**config.mk**
```make
export PLATFORM = sky130hd
export DESIGN_NAME = out_reg_arbiter
export DESIGN_NICKNAME = d
export VERILOG_FILES = /design/src/rtl/out_reg_arbiter.sv
export SDC_FILE = /design/constraint.sdc
export NUM_CORES = 1
export LEC_CHECK = 0
export ABC_AREA = 1
export CORE_ASPECT_RATIO = 0.8
export CORE_UTILIZATION = 49
export CTS_BUF_LIST = sky130_fd_sc_hd__clkbuf_8
export CTS_CLUSTER_SIZE = 30
export DETAILED_ROUTE_END_ITERATION = 8
export PLACE_DENSITY = 0.9
export SYNTH_ARGS = -nofsm -noshare
export SYNTH_HDL_FRONTEND = slang
export SYNTH_SLANG_ARGS = --single-unit
```
**constraint.sdc**
```tcl
create_clock -name clk -period 3.2 [get_ports clk]
set_clock_uncertainty 0.05 [all_clocks]
set_input_delay 0.8 -clock clk [delete_from_list [all_inputs] [get_ports clk]]
set_output_delay 0.8 -clock clk [all_outputs]
set_load 0.005 [all_outputs]
```
**src/rtl/out_reg_arbiter.sv**
```systemverilog
// Round-robin arbiter sharing the OUT_* register write port between NREQ requesters,
// each with a one-deep holding slot. Define OUT_REG_ARB_LOCK_EN to add req_lock sequence locking.
module out_reg_arbiter #(
    parameter int NREQ = 2
) (
    input  logic                 clk,
    input  logic                 rst,
    input  logic [6*NREQ-1:0]    req_addr,
    input  logic [32*NREQ-1:0]   req_data,
    input  logic [NREQ-1:0]      req_stb,
`ifdef OUT_REG_ARB_LOCK_EN
    input  logic [NREQ-1:0]      req_lock,
`endif
    output logic [NREQ-1:0]      req_busy,
    output logic [5:0]           out_reg_addr,
    output logic [31:0]          out_reg_data,
    output logic                 out_reg_stb,
    input  logic                 out_reg_busy,
    output logic [1:0]           grant_id,
    output logic                 arb_busy,
    output logic [NREQ-1:0]      overrun
);

    logic [NREQ-1:0] slot_valid_q, slot_valid_d;
    logic [5:0]      slot_addr_q [NREQ];
    logic [5:0]      slot_addr_d [NREQ];
    logic [31:0]     slot_data_q [NREQ];
    logic [31:0]     slot_data_d [NREQ];
    logic [1:0]      rr_ptr_q, rr_ptr_d;
    logic [1:0]      grant_id_q, grant_id_d;
    logic [NREQ-1:0] overrun_q, overrun_d;
    logic            arb_busy_q;

    logic [NREQ-1:0] eligible;
    logic [3:0]      elig4;
    logic            win_found;
    logic [1:0]      win_idx;
    logic [1:0]      cand;
    logic            issue;

`ifdef OUT_REG_ARB_LOCK_EN
    logic            lock_active_q, lock_active_d;
    logic [1:0]      lock_owner_q, lock_owner_d;
    logic [3:0]      lock4;

    always_comb begin
        lock4 = '0;
        lock4[NREQ-1:0] = req_lock;
        for (int i = 0; i < NREQ; i++) begin
            eligible[i] = slot_valid_q[i] && (!lock_active_q || lock_owner_q == 2'(i));
        end
    end

    // The drop is evaluated first so an issue with the lock still held re-arms it.
    always_comb begin
        lock_active_d = lock_active_q;
        lock_owner_d  = lock_owner_q;
        if (lock_active_q && !lock4[lock_owner_q]) begin
            lock_active_d = 1'b0;
        end
        if (issue && lock4[win_idx]) begin
            lock_active_d = 1'b1;
            lock_owner_d  = win_idx;
        end
    end

    always_ff @(posedge clk) begin
        if (rst) begin
            lock_active_q <= 1'b0;
            lock_owner_q  <= 2'd0;
        end else begin
            lock_active_q <= lock_active_d;
            lock_owner_q  <= lock_owner_d;
        end
    end
`else
    always_comb begin
        eligible = slot_valid_q;
    end
`endif

    // Scan from rr_ptr with 2-bit wrap; indices >= NREQ are never eligible.
    always_comb begin
        elig4 = '0;
        elig4[NREQ-1:0] = eligible;
        win_found = 1'b0;
        win_idx   = 2'd0;
        cand      = 2'd0;
        for (int k = 0; k < 4; k++) begin
            cand = rr_ptr_q + 2'(k);
            if (!win_found && elig4[cand]) begin
                win_found = 1'b1;
                win_idx   = cand;
            end
        end
        issue = !rst && !out_reg_busy && win_found;
    end

    always_comb begin
        out_reg_stb  = issue;
        out_reg_addr = 6'd0;
        out_reg_data = 32'd0;
        for (int i = 0; i < NREQ; i++) begin
            if (issue && win_idx == 2'(i)) begin
                out_reg_addr = slot_addr_q[i];
                out_reg_data = slot_data_q[i];
            end
        end
    end

    always_comb begin
        slot_valid_d = slot_valid_q;
        overrun_d    = overrun_q;
        rr_ptr_d     = rr_ptr_q;
        grant_id_d   = grant_id_q;
        for (int i = 0; i < NREQ; i++) begin
            slot_addr_d[i] = slot_addr_q[i];
            slot_data_d[i] = slot_data_q[i];
            if (issue && win_idx == 2'(i)) begin
                slot_valid_d[i] = 1'b0;
            end
            // A strobe against a full slot is dropped even if that slot drains this cycle.
            if (req_stb[i]) begin
                if (slot_valid_q[i]) begin
                    overrun_d[i] = 1'b1;
                end else begin
                    slot_valid_d[i] = 1'b1;
                    slot_addr_d[i]  = req_addr[6*i +: 6];
                    slot_data_d[i]  = req_data[32*i +: 32];
                end
            end
        end
        if (issue) begin
            grant_id_d = win_idx;
            rr_ptr_d   = (int'(win_idx) == NREQ - 1) ? 2'd0 : win_idx + 2'd1;
        end
    end

    always_ff @(posedge clk) begin
        if (rst) begin
            slot_valid_q <= '0;
            overrun_q    <= '0;
            rr_ptr_q     <= 2'd0;
            grant_id_q   <= 2'd0;
            arb_busy_q   <= 1'b0;
            for (int i = 0; i < NREQ; i++) begin
                slot_addr_q[i] <= 6'd0;
                slot_data_q[i] <= 32'd0;
            end
        end else begin
            slot_valid_q <= slot_valid_d;
            overrun_q    <= overrun_d;
            rr_ptr_q     <= rr_ptr_d;
            grant_id_q   <= grant_id_d;
            arb_busy_q   <= |slot_valid_d;
            for (int i = 0; i < NREQ; i++) begin
                slot_addr_q[i] <= slot_addr_d[i];
                slot_data_q[i] <= slot_data_d[i];
            end
        end
    end

    assign req_busy = slot_valid_q;
    assign grant_id = grant_id_q;
    assign arb_busy = arb_busy_q;
    assign overrun  = overrun_q;

endmodule

```
==> impl_metrics.py <==
metrics = {
    "worst_setup_path": {
        "worstSetupPathType": "in2out",
        "critPathCaptureType": "primary output",
        "required_ps": 2350,
        "crit_arrival_ps": 2140,
        "ff2ff_setup_slack_ps": 1430,
        "critPathMaxFanout": 22,
        "r2r-start": "req_busy[1]$_SDFF_PP0_",
        "reg2reg_depth": 9,
        "r2r-end": "arb_busy$_SDFF_PP0_",
        "cp-start-kind": "input pin",
    },
    "logic_synthesis": {
        "synth_top_cell_area_share_pct": 49.3,
        "netlist_top_cells_area": "dfxtp_1 49%, o21ai_0 11%, nor2_1 9.0%, o21ai_1 6.2%, a21oi_1 5.8%",
        "synth_top_area_cell": "dfxtp_1",
        "syn_avg_cell_area_sq_um": 7.47,
        "netlist_area_sq_mm": 0.00345,
        "synth_edf_count": 0,
        "async_flop_share_pct": 0,
        "synth_cells": 462,
        "synth_cell_types": 18,
        "syn-num-nets": 543,
        "synth_ff_type": "dfxtp_1",
        "synth_seq_cells": 85,
        "ys_seq_area_share_pct": 49.3,
        "synthTopCellsByCount": "85 x dfxtp_1, 83 x nor2_1, 74 x o21ai_0, 46 x inv_1, 43 x o21ai_1",
        "synth.most_common_cell": "dfxtp_1",
        "yosys_warnings": 0,
    },
    "sta": {
        "setup_viol": 0,
        "timing.setup.tns_ps": 0,
        "finalMaxSlewViolations": 0,
        "timing.fmax_ghz": 0.335,
        "period_needed_ps": 2990,
        "finalCritPeriodShare_pct": 93.4,
        "whs_ps": 383,
        "rsz0062_at_grt": "false",
        "tightestPinTransition_ps": 627,
        "setup_ws_ps": 212,
        "relSlewSlack_pct": 58.2,
        "finalHoldViolCount": 0,
    },
    "clock_tree": {
        "insertion_delay_ps": 350,
        "cts-root-buf": "clkbuf_8",
        "cts_tree": "done",
        "cts_buffers": 9,
        "htree_num_levels": 3,
        "clk_path_buf_depth": 2,
        "clk_pin_slew_ps": 90,
        "cts_sinks": 85,
    },
    "floorplan": {
        "ios": 127,
        "start_util_pct": 52.2,
        "design.die.area_sq_mm": 0.00738,
        "fp.coreArea_sq_mm": 0.00660,
        "num_rows": 26,
        "die_h_um": 77.0,
        "die_w_um": 95.8,
    },
    "drt": {
        "finalWirelength_mm": 9.65,
        "dr.pass1.iters": 4,
        "drcViolationCount": 0,
        "vias": 3524,
        "drt_iter0_drc": 137,
        "routed_via_density": 5.26,
        "wl_per_cell_um": 14.4,
        "drtAntennaViolNets": 0,
    },
    "placed_design": {
        "gp_congestion": 0.874,
        "io_buffers": 126,
        "dp_worst_setup_slack_ps": -219,
        "hpwlAfterDp_mm": 6.20,
    },
    "run_status": {
        "outcome": "finished, final reports clean",
    },
    "min_path": {
        "hp-class": "reg2reg",
        "hold_path_end": "grant_id[1]$_SDFFE_PP0N_",
        "min_from": "grant_id[1]$_SDFFE_PP0N_",
        "min_path_cells": 2,
    },
    "grt": {
        "antenna_found_initial": 0,
        "grt_max_degree": 79,
        "grt-ovfl-total": 0,
        "grt_pass1_vias": 3329,
        "grt_pass1_wl_mm": 15.4,
        "grt_usage_pct": 27.1,
    },
    "job": {
        "maxCapViolCount": 0,
    },
    "power": {
        "p_leak_nw": 2.21,
        "powerDensity_mw_per_mm2": 493,
        "peakVddDrop_v": 0.000289,
        "totalPowerFinal_mw": 2.49,
    },
    "final_layout": {
        "drive_gt1_share_pct": 7.00,
        "layout.nets": 662,
        "area_growth_pct": 46.6,
        "antennaDiodeCount": 0,
    },
}
[layout by cell type, fill, tap and decap left out, drive strengths merged]
cell,count
clkinv,1
inv,49
buf,18
clkbuf,13
dlymetal6s2s,7
nand3,40
dfxtp,85
nor2,85
bufinv,2
dlygate4sd2,32
o21ai,117
a21oi,40
clkdlybuf4s50,86
nand2,11
[timing repair]
item	CTS	global route
hold buffers	0	0
cloned	1	0
gates resized for setup	41	9
setup endpoints to repair	39	13
buffers inserted	4	2
hold endpoints to repair	0	0
[final cells by class]
cell class,instances,area (sq um)
multi-input cells,293,1370
flip-flops and latches,85,1700
well taps,84,105
fillers,505,1550
repair buffers,144,1460
clock buffers,12,165
inverters,48,180
clock inverters,4,77.6
[worst max-delay path: stages]
cell and delay (ps):
dlygate4sd2_1 260, inv_2 60, nand2_1 70, nor2_4 130
buf_4 140, buf_12 150, clkdlybuf4s50_1 510
[routing by layer]
metal / GRT usage (%) / routed length (um) / up-vias
li1: - / - / 1753
met1: 33.6 / 4000 / 1598
met2: 42.8 / 4500 / 156
met3: 10.2 / 981 / 17
met4: 9.70 / 172 / 0
met5: 0 / 0 / -
[report_power, final]
part           switching (mW)  leakage [nW]  total, mW  internal [mW]
Clock                   0.380         0.123      0.888          0.508
Sequential             0.0435         0.704       1.19           1.15
Combinational           0.208          1.38      0.413          0.205
[per-stage QoR]
stage / util, % / instance area (sq um) / instances
after global routing: 76.6 / 5060 / 670
after global placement: 71.8 / 4740 / 647
after CTS: 76.1 / 5030 / 668
after detailed placement: 71.8 / 4740 / 647
after floorplan: - / 3450 / 462
final: 76.6 / 5060 / 670
[flip-flops by register name, indices dropped and copies added (netlist names)]
name / cells
slot_data_q: 64
grant_id: 2
req_busy: 2
overrun: 2
rr_ptr_q: 2
arb_busy: 1
slot_addr_q: 12
[how the worst max path moves through the flow]
stage               depth (start not counted)    startpoint                to  slack [ps]
floorplan                                   6           rst  out_reg_data[10]         870
CTS                                         8  out_reg_busy  out_reg_data[10]        -120
finish                                      7           rst       out_reg_stb         210
detailed placement                          8           rst   out_reg_addr[2]        -220
global route                                9           rst  out_reg_data[24]         110
global placement                            8           rst  out_reg_data[24]        -200
[cells by family after synthesis]
family | Yosys count | share of synthesized area, %
buf+inv | 84 | 11.0
simple gates | 136 | 16.9
flops | 85 | 49.3
compound gates | 157 | 22.8
Note: power is estimated with default switching activity, not from simulation.
